File: src/rtl/tiny_alu_core.sv
// tiny_alu_core: small sequenced ALU with add/and/xor done in one cycle and a
// two-cycle multiply. Optional completed-operation counter is built only
// when TINYALU_OPCOUNT_EN is defined.
//
//  state    | meaning
//  ---------+-------------------------------------------------------------
//  IDLE     | accepts a command on every edge start is high
//  MUL_WAIT | multiply in flight on latched operands, busy high, start ignored
module tiny_alu_core (
    input  logic        clk,
    input  logic        reset,
    input  logic [7:0]  A,
    input  logic [7:0]  B,
    input  logic [2:0]  op,
    input  logic        start,
    output logic        done,
    output logic [15:0] result,
    output logic        busy,
    output logic        proto_err
`ifdef TINYALU_OPCOUNT_EN
    ,
    output logic [15:0] ops_done
`endif
);

    typedef enum logic {
        IDLE     = 1'b0,
        MUL_WAIT = 1'b1
    } state_t;

    localparam logic [2:0] OP_ADD = 3'b001;
    localparam logic [2:0] OP_AND = 3'b010;
    localparam logic [2:0] OP_XOR = 3'b011;
    localparam logic [2:0] OP_MUL = 3'b100;
    localparam logic [2:0] OP_RST = 3'b111;

    state_t      state_q, state_d;
    logic        cnt_q, cnt_d;
    logic [7:0]  a_q, a_d;
    logic [7:0]  b_q, b_d;
    logic [15:0] result_q, result_d;
    logic        done_q, done_d;
    logic        err_q, err_d;

    logic [8:0]  sum;
    logic [15:0] prod;

    // Only the multiply needs operands beyond the accept edge, so only it latches them.
    assign sum  = {1'b0, A} + {1'b0, B};
    assign prod = {8'b0, a_q} * {8'b0, b_q};

    // State register and datapath registers; reset wins over any command.
    always_ff @(posedge clk) begin
        if (reset) begin
            state_q  <= IDLE;
            cnt_q    <= 1'b0;
            a_q      <= 8'h00;
            b_q      <= 8'h00;
            result_q <= 16'h0000;
            done_q   <= 1'b0;
            err_q    <= 1'b0;
        end else begin
            state_q  <= state_d;
            cnt_q    <= cnt_d;
            a_q      <= a_d;
            b_q      <= b_d;
            result_q <= result_d;
            done_q   <= done_d;
            err_q    <= err_d;
        end
    end

    // Next-state, command decode and multiply wait down-counter.
    always_comb begin
        state_d  = state_q;
        cnt_d    = cnt_q;
        a_d      = a_q;
        b_d      = b_q;
        result_d = result_q;
        done_d   = 1'b0;
        err_d    = err_q;
        unique case (state_q)
            IDLE: begin
                if (start) begin
                    case (op)
                        OP_ADD: begin
                            result_d = {7'b0, sum};
                            done_d   = 1'b1;
                        end
                        OP_AND: begin
                            result_d = {8'b0, A & B};
                            done_d   = 1'b1;
                        end
                        OP_XOR: begin
                            result_d = {8'b0, A ^ B};
                            done_d   = 1'b1;
                        end
                        OP_MUL: begin
                            a_d     = A;
                            b_d     = B;
                            cnt_d   = 1'b1;
                            state_d = MUL_WAIT;
                        end
                        OP_RST: begin
                            result_d = 16'h0000;
                        end
                        default: begin
                        end
                    endcase
                end
            end
            MUL_WAIT: begin
                if (start) begin
                    err_d = 1'b1;
                end
                if (cnt_q == 1'b0) begin
                    result_d = prod;
                    done_d   = 1'b1;
                    state_d  = IDLE;
                end else begin
                    cnt_d = 1'b0;
                end
            end
            default: begin
                state_d = IDLE;
            end
        endcase
    end

    assign done      = done_q;
    assign result    = result_q;
    assign busy      = (state_q == MUL_WAIT);
    assign proto_err = err_q;

`ifdef TINYALU_OPCOUNT_EN
    logic [15:0] ops_q;

    // Completion counter advances on the same edge that raises done; wraps naturally.
    always_ff @(posedge clk) begin
        if (reset) begin
            ops_q <= 16'h0000;
        end else if (done_d) begin
            ops_q <= ops_q + 16'h0001;
        end
    end

    assign ops_done = ops_q;
`endif

endmodule

File: config.mk
export PLATFORM = sky130hd
export DESIGN_NAME = tiny_alu_core
export DESIGN_NICKNAME = d
export VERILOG_FILES = /design/src/rtl/tiny_alu_core.sv
export SDC_FILE = /design/constraint.sdc
export NUM_CORES = 1
export LEC_CHECK = 0
export CORE_AREA = 2 2 110 70
export CTS_CLUSTER_SIZE = 25
export DETAILED_ROUTE_END_ITERATION = 8
export DIE_AREA = 0 0 112 72
export PLACE_DENSITY = 0.82
export SYNTH_ARGS = -nofsm -noshare
export SYNTH_HDL_FRONTEND = slang
export SYNTH_SLANG_ARGS = --single-unit
File: constraint.sdc
create_clock -name clk -period 8.5 [get_ports clk]
set_input_delay 1.7 -clock clk [delete_from_list [all_inputs] [get_ports clk]]
set_output_delay 1.7 -clock clk [all_outputs]
set_load 0.02 [all_outputs]
==> impl_metrics.py, run 1 <==
metrics = {
    "outcome": {
        "status": "finished clean",
    },
    "placed_design": {
        "hpwlAfterDp_um": 8610,
        "pre_cts_slack_ps": 4130,
        "io_buffer_count": 40,
        "routabilityCongestion": 0.942,
        "postPlaceCellArea_mm2": 0.00454,
    },
    "cells_and_area": {
        "design_area_mm2": 0.00469,
        "multi_input_area_mm2": 0.00308,
        "drive_above_1_share": 0.0301,
        "n_antenna_cell": 0,
        "fill_cells": 576,
        "num-nets-final": 635,
        "syn_to_final_growth_pct": 14.3,
        "seq_area_um2": 721,
    },
    "cts": {
        "cts_made_buffers": 5,
        "htreeDepth": 2,
        "root_buffer": "clkbuf_16",
        "postCtsResizedCells": 0,
        "cts.reportedPaths.clkPinSlew_ps": 60,
        "postCtsHoldBufs": 0,
        "cts_sinks": 36,
        "cts_buffer_depth": 2,
        "cts_tree": "done",
        "insertion_delay_ps": 290,
        "postCtsSetupBuffers": 0,
    },
    "yosys": {
        "yosys-top-cells-area": "fa_1 18%, dfxtp_1 18%, ha_1 13%, and2_1 7.8%, nand2_1 5.8%",
        "yosysSeqAreaShare": 0.176,
        "yosys.area_share.xor_xnor": 0.0128,
        "synth.net_count": 605,
        "yosys.area_share.adder": 0.314,
        "synth_top_area_frac": 0.180,
        "synth-seq-cells": 36,
        "synth_edf_count": 0,
        "synth_compound_area_frac": 0.156,
        "synth_cell_types": 57,
        "yosys.area.top_type": "fa_1",
        "async_flop_share": 0,
        "ys.flop_type": "dfxtp_1",
        "synth-simple-area-share": 0.247,
        "synth_top_family_by_area": "adder cells",
        "synth_mux_area_frac": 0.0195,
        "syn_avg_cell_area_um2": 8.18,
        "synth.most_common_cell": "nand2_1",
        "synth_area_mm2": 0.00411,
        "yosys_warnings": 0,
        "syn_inst": 502,
        "synthTopCellsByCount": "63 x nand2_1, 57 x inv_1, 51 x and2_1",
    },
    "global_routing": {
        "grt_max_degree": 39,
        "globalRouteOverflowTotal": 0,
        "grt_antenna_before_repair": 0,
        "grt_use_total": 0.290,
        "grt_pass1_vias": 3695,
        "grt_pass1_wl_um": 18500,
    },
    "timing": {
        "finalCritPeriodShare": 0.516,
        "skew_ps": 5.52,
        "fin_crit_ps": 4390,
        "rsz0062_at_grt": "false",
        "maxSlewViolCount": 0,
        "worstMarginPinSlew_ps": 1080,
        "hold-worst-slack_ps": 473,
        "setup_tns_ps": 0,
        "clock.fmax_mhz": 228,
        "finalSetupViolCount": 0,
        "max_slew_margin": 0.279,
        "hold_violations": 0,
        "worst_slack_ps": 4110,
    },
    "floorplanning": {
        "coreArea_mm2": 0.00703,
        "dieWidth_um": 112,
        "rows": 24,
        "fp.dieH_um": 72,
        "dieArea_mm2": 0.00806,
        "io_pins": 41,
        "initial_utilization": 0.584,
    },
    "critical_path": {
        "crit_path_end_kind": "register",
        "cp_num_buf_inv": 2,
        "critPathMaxStageDelay_ps": 580,
        "crit_path_start_kind": "register",
        "crit_required_ps": 8670,
        "path_cells": "and2_1 > fa_1 > fa_1 > inv_1 > fa_1 > fa_1 > inv_1 > ha_1 > o21a_1 > a211oi_1 > o21ai_0 > xnor2_1 > o21ai_0",
        "worstSetupPathType": "register to register",
        "reg2regPathDepth": 13,
        "cp.arrival_ps": 4550,
        "slowest_stage": "fa_1",
        "cpMostUsedCell": "fa_1",
        "cp.depth": 13,
        "critPathTopFamily": "adder cells",
        "crit_fanout": 9,
    },
    "routing": {
        "routed_via_density": 5.94,
        "vias": 3700,
        "antenna_left": 0,
        "firstDrtPassIters": 5,
        "drc_errors": 0,
        "wl_per_cell_um": 17.6,
        "drt-initial-drc-count": 315,
        "routed_wl_um": 11000,
    },
    "job": {
        "maxCapViolCount": 0,
    },
    "pwr": {
        "p_leak_uw": 0.00217,
        "ir_drop_v": 0.000131,
        "power-per-cell-area_mw_per_mm2": 99.3,
    },
    "worst_hold_path": {
        "hold_depth": 2,
        "hold_path_class": "register to register",
    },
}
-- cells by family (layout without fill, tap and decap cells) --
family                     count (synthesis)  in the layout
muxes                                      8              8
DFF                                       36             36
AOI/OAI and AO/OA                         95             95
buffers and inverters                     76            106
xor gates and xnor gates                   6              6
adders and majority gates                 81             81
and+or+nand+nor                          200            200
-- sequential cells by signal, summed over array words and instances (netlist names) --
register,count
result,16
a_q,8
b_q,8
busy,1
cnt_q,1
done,1
proto_err,1
-- metal layers --
layer / GRT usage / up-vias / routed length, µm
met5: 0 / - / 0
met4: 0.0610 / 0 / 130
met3: 0.0986 / 18 / 1160
met2: 0.418 / 182 / 4450
met1: 0.427 / 1749 / 5240
li1: - / 1751 / -
-- layout by cell type (no fill, tap or decap), drive strengths merged, types with 6 or more instances in the layout --
cell type	n
a21oi	35
dfxtp	36
or3	6
inv	58
nand2b	6
fa	37
nor3	14
nand2	63
clkdlybuf4s50	40
and2	52
o21ai	15
ha	44
clkbuf	7
nor2	26
nand3	13
mux2i	8
-- through the flow --
| step | utilization | instances | power (µW) |
|---|---|---|---|
| after floorplan | - | 502 | 236 |
| after global placement | 0.646 | 616 | 268 |
| after detailed placement | 0.646 | 616 | 270 |
| after CTS | 0.668 | 623 | 463 |
| after global routing | 0.668 | 623 | 481 |
| final | 0.668 | 623 | 466 |
-- worst paths after layout --
kind              from         end  slack [ps]
min reg2reg  result[2]   result[2]         470
min          result[2]   result[2]         470
max reg2reg     a_q[1]  result[10]        4110
max             a_q[1]  result[10]        4110
-- cell type report --
type	count	share of cell area
clock buffers	7	0.0325
inverters	58	0.0464
multi-input cells	390	0.656
flip-flops and latches	36	0.154
well taps	91	0.0243
repair buffers	41	0.0869
-- worst register-to-register path, delay by kind of cell (launching register included) --
| family | cells | cell delay [ps] |
|---|---|---|
| fa+ha+maj | 5 | 2430 |
| buf+inv | 2 | 100 |
| simple gates | 1 | 230 |
| xor+xnor | 1 | 230 |
| compound gates | 4 | 890 |
| flops | 1 | 410 |
-- where the power goes --
part           leakage, µW  internal (µW)  switching (µW)  total [µW]
registers         0.000292            174            6.76         181
logic              0.00180           38.8            49.2        87.9
clock network    0.0000760            123            73.7         197
No activity file was read; power rests on OpenSTA's default activity.
==> run 2, diff against run 1 <==
- CORE_AREA: 2 2 110 70 -> 2 2 117 74
- DIE_AREA: 0 0 112 72 -> 0 0 119 76
- PLACE_DENSITY: 0.82 -> 0.76
- clock period: 8.5 -> 3.54 ns (I/O delays scaled with it)
==> impl_metrics.py, run 2 (synthesized netlist as in run 1, its figures left out) <==
metrics = {
    "outcome": {
        "status": "complete, but fails checks",
        "violations": "negative setup slack",
    },
    "routing": {
        "firstDrtPassIters": 5,
        "routed_via_density": 5.70,
        "drc_errors": 0,
        "vias": 3934,
        "wl_per_cell_um": 17.6,
        "routed_wl_um": 12100,
        "antenna_left": 0,
        "drt-initial-drc-count": 330,
    },
    "timing": {
        "hold_violations": 0,
        "rsz0062_at_grt": "true",
        "skew_ps": 8.09,
        "worstMarginPinSlew_ps": 691,
        "fin_crit_ps": 3950,
        "hold-worst-slack_ps": 455,
        "finalSetupViolCount": 10,
        "finalCritPeriodShare": 1.12,
        "clock.fmax_mhz": 253,
        "max_slew_margin": 0.536,
        "maxSlewViolCount": 0,
        "worst_slack_ps": -409,
    },
    "cells_and_area": {
        "fin_util": 0.667,
        "final_cell_mix": "60 x nand2_1, 51 x inv_1, 43 x buf_4",
        "layout_commonest_cell": "nand2_1",
        "largest_reg_flops": 16,
        "syn_to_final_growth_pct": 31.5,
        "fill_cells": 609,
        "num-nets-final": 680,
        "drive_above_1_share": 0.216,
        "n_antenna_cell": 0,
    },
    "global_routing": {
        "globalRouteOverflowTotal": 0,
        "grt_pass1_wl_um": 19500,
        "grt_antenna_before_repair": 0,
        "grt_use_total": 0.271,
        "grt_pass1_vias": 3737,
        "grt_max_degree": 32,
    },
    "cts": {
        "root_buffer": "clkbuf_16",
        "insertion_delay_ps": 290,
        "cts.reportedPaths.clkPinSlew_ps": 60,
        "cts_made_buffers": 5,
        "postCtsHoldBufs": 0,
        "cts_tree": "done",
        "cts_buffer_depth": 2,
        "cts_sinks": 36,
        "htreeDepth": 2,
    },
    "critical_path": {
        "crit_required_ps": 3770,
        "crit_path_end_kind": "register",
        "path_cells": "nand2_4 > fa_1 > fa_1 > inv_2 > fa_1 > inv_1 > fa_1 > inv_2 > ha_4 > o21a_1 > o31a_1 > o21ai_2 > a311o_1 > nand3_1",
        "crit_fanout": 5,
        "cp-startpoint": "b_q[2]",
        "cpMostUsedCell": "fa_1",
        "critPathMaxStageDelay_ps": 550,
        "cp.arrival_ps": 4180,
        "crit_path_start_kind": "register",
        "worstSetupPathType": "register to register",
        "rr_startpoint": "b_q[2]",
        "slowest_stage": "fa_1",
    },
    "floorplanning": {
        "dieArea_mm2": 0.00904,
        "initial_utilization": 0.507,
        "fp.dieH_um": 76,
        "io_pins": 41,
        "rows": 26,
        "coreArea_mm2": 0.00810,
        "dieWidth_um": 119,
    },
    "placed_design": {
        "hpwlAfterDp_um": 9100,
        "routabilityCongestion": 0.956,
        "io_buffer_count": 40,
    },
    "worst_hold_path": {
        "worstHoldStart": "result[10]",
        "hold_path_class": "register to register",
    },
    "pwr": {
        "ir_drop_v": 0.000202,
        "p_leak_uw": 0.00244,
        "power-per-cell-area_mw_per_mm2": 221,
        "finalPower_uw": 1190,
    },
    "job": {
        "maxCapViolCount": 0,
    },
}
[run 2: final timing paths]
kind / slack, ps / depth (start not counted) / to
setup / recovery: -410 / 14 / result[15]
hold / removal: 450 / 2 / result[10]
setup reg to reg: -410 / 14 / result[15]
hold reg to reg: 450 / 2 / result[10]
[run 2: worst max-delay path, delay by kind of cell (launching register included)]
| kind | cells | cell delay (ps) |
|---|---|---|
| fa+ha+maj | 5 | 2370 |
| compound gates | 4 | 840 |
| flops | 1 | 400 |
| buf+inv | 3 | 150 |
| simple gates | 2 | 130 |
[run 2: layout make-up]
cell class / instances / area (µm²) / area share
well taps: 112 / 140 / 0.0259
flip-flops and latches: 36 / 759 / 0.141
inverters: 58 / 218 / 0.0403
clock buffers: 5 / 125 / 0.0232
clock inverters: 3 / 46.3 / 0.00857
multi-input cells: 390 / 3350 / 0.620
repair buffers: 86 / 766 / 0.142
[run 2: what timing repair did]
action | CTS | global route
endpoints found under the setup margin | 10 | 11
pin swaps | 35 | 23
gates resized for setup | 32 | 32
cloned | 0 | 0
setup buffers | 5 | 2
[run 2: routing by layer]
layer  track usage  vias up  part of all wire
li1              -     1840                 -
met1         0.423     1906              0.47
met2         0.375      177              0.42
met3        0.0823       11              0.11
met4        0.0286        0            0.0046
met5             0        -                 0
[run 2: stage by stage]
step / std cells / setup slack, ps / cell area (µm²) / setup TNS [ps]
6_report: 690 / -409 / 5400 / -3070
5_1_grt: 690 / -523 / 5400 / -4360
4_1_cts: 689 / -390 / 5260 / -2790
3_5_place_dp: 676 / -403 / 4940 / -3240
3_3_place_gp: 676 / -349 / 4940 / -2840
2_1_floorplan: 502 / -205 / 4220 / -927
[run 2: power by group]
group	total, µW	internal [µW]	switching (µW)
sequential	426	414	12.8
clock	532	335	197
combinational	234	103	131
total	1190	852	341
==> run 3, diff against run 2 <==
- CORE_AREA: 2 2 117 74 -> 2 2 75 113
- DIE_AREA: 0 0 119 76 -> 0 0 77 115
- MAX_ROUTING_LAYER: default -> met4
- PLACE_DENSITY: 0.76 -> 0.77
- REMOVE_ABC_BUFFERS: default -> 1
==> impl_metrics.py, run 3 (synthesized netlist as in run 1, its figures left out) <==
metrics = {
    "critical_path": {
        "worstSetupPathType": "register to register",
        "slowest_stage": "fa_1",
        "crit_path_start_kind": "register",
        "cpMostUsedCell": "fa_1",
        "path_cells": "and2_1 > fa_1 > fa_1 > fa_1 > inv_2 > fa_1 > inv_2 > ha_4 > o21a_1 > o31a_1 > o21a_1 > or3_1 > nand3_1",
        "critPathMaxStageDelay_ps": 580,
        "crit_required_ps": 3770,
        "cp.arrival_ps": 4090,
        "crit_fanout": 6,
        "cp_num_buf_inv": 2,
        "rr_startpoint": "a_q[2]",
        "crit_path_end_kind": "register",
        "critPathTopFamily": "adder cells",
        "cp-startpoint": "a_q[2]",
        "cp.depth": 13,
        "reg2regPathDepth": 13,
    },
    "cts": {
        "cts_buffer_depth": 2,
        "cts_made_buffers": 5,
        "htreeDepth": 2,
        "cts.reportedPaths.clkPinSlew_ps": 60,
        "cts_sinks": 36,
        "root_buffer": "clkbuf_16",
        "insertion_delay_ps": 290,
        "postCtsHoldBufs": 0,
        "cts_tree": "done",
    },
    "routing": {
        "firstDrtPassIters": 5,
        "routed_wl_um": 12000,
        "antenna_left": 0,
        "drt-initial-drc-count": 155,
        "drc_errors": 0,
        "routed_via_density": 5.75,
        "vias": 3988,
        "wl_per_cell_um": 17.3,
    },
    "timing": {
        "fin_crit_ps": 3860,
        "clock.fmax_mhz": 259,
        "max_slew_margin": 0.519,
        "skew_ps": 4.01,
        "worst_slack_ps": -315,
        "worstMarginPinSlew_ps": 721,
        "rsz0062_at_grt": "true",
        "maxSlewViolCount": 0,
        "finalCritPeriodShare": 1.09,
        "finalSetupViolCount": 9,
        "setup_tns_ps": -2390,
        "hold_violations": 0,
    },
    "worst_hold_path": {
        "hold_depth": 2,
        "worstHoldStart": "result[2]",
        "hold_path_class": "register to register",
    },
    "floorplanning": {
        "io_pins": 41,
        "rows": 40,
        "initial_utilization": 0.519,
        "coreArea_mm2": 0.00791,
        "dieArea_mm2": 0.00886,
        "dieWidth_um": 77,
        "fp.dieH_um": 115,
    },
    "cells_and_area": {
        "instances_no_fill": 694,
        "layout_commonest_cell": "nand2_1",
        "n_antenna_cell": 0,
        "drive_above_1_share": 0.226,
        "seq_area_um2": 757,
        "fill_cells": 619,
        "multi_input_area_mm2": 0.00332,
        "num-nets-final": 692,
        "largest_reg_flops": 16,
        "final_cell_mix": "60 x nand2_1, 51 x buf_4, 47 x inv_1",
        "syn_to_final_growth_pct": 32.2,
    },
    "pwr": {
        "power-per-cell-area_mw_per_mm2": 201,
        "p_leak_uw": 0.00246,
        "ir_drop_v": 0.000275,
    },
    "global_routing": {
        "grt_max_degree": 26,
        "grt_pass1_wl_um": 19300,
        "globalRouteOverflowTotal": 0,
        "grt_use_total": 0.287,
        "grt_antenna_before_repair": 0,
        "grt_pass1_vias": 4114,
    },
    "outcome": {
        "violations": "negative setup slack",
        "status": "complete, but fails checks",
    },
    "placed_design": {
        "hpwlAfterDp_um": 8900,
        "place_inst": 678,
        "routabilityCongestion": 0.942,
        "io_buffer_count": 40,
    },
    "job": {
        "maxCapViolCount": 0,
    },
}
## run 3: path summary, 6_finish.rpt
kind               end  slack [ps]
max          result[9]        -320
min          result[2]         460
max reg2reg  result[9]        -320
min reg2reg  result[2]         460
## run 3: final cells by class
| cell class | count | area share |
|---|---|---|
| tap | 105 | 0.0242 |
| inverter | 58 | 0.0401 |
| multi-input combinational | 390 | 0.612 |
| timing repair buffer | 98 | 0.159 |
| sequential | 36 | 0.139 |
| clock buffer | 5 | 0.0230 |
| clock inverter | 2 | 0.00230 |
## run 3: through the flow
stage | total power (µW) | setup WS [ps] | hold WS, ps | utilization | instance area, µm²
after floorplan | 555 | -397 | 465 | - | 4020
after global placement | 654 | -522 | 437 | 0.622 | 4920
after detailed placement | 658 | -599 | 447 | 0.622 | 4920
after CTS | 1090 | -339 | 459 | 0.672 | 5310
after global routing | 1130 | -483 | 482 | 0.687 | 5430
final | 1090 | -315 | 458 | 0.687 | 5430
## run 3: report_power, final
group          leakage [µW]  switching (µW)  internal, µW
sequential         0.000301            12.3           415
clock             0.0000657             180           256
combinational       0.00210             124           105
## run 3: what timing repair did
action | 4_1_cts | 5_1_grt
pin swaps | 50 | 18
buffers inserted | 5 | 4
setup endpoints to repair | 11 | 11
gates cloned | 0 | 0
gates resized for setup | 64 | 21
## run 3: routing by layer
layer | vias up | GRT usage | part of all wire
li1 | 1861 | - | -
met1 | 1902 | 0.290 | 0.35
met2 | 166 | 0.521 | 0.54
met3 | 59 | 0.0377 | 0.051
met4 | 0 | 0.180 | 0.060
met5 | - | - | 0
## run 3: tightest hold or removal path: cells and delay by family (launching register included)
kind / cells / cell delay, ps
and+or+nand+nor: 1 / 50
AOI/OAI and AO/OA: 1 / 50
DFF: 1 / 310
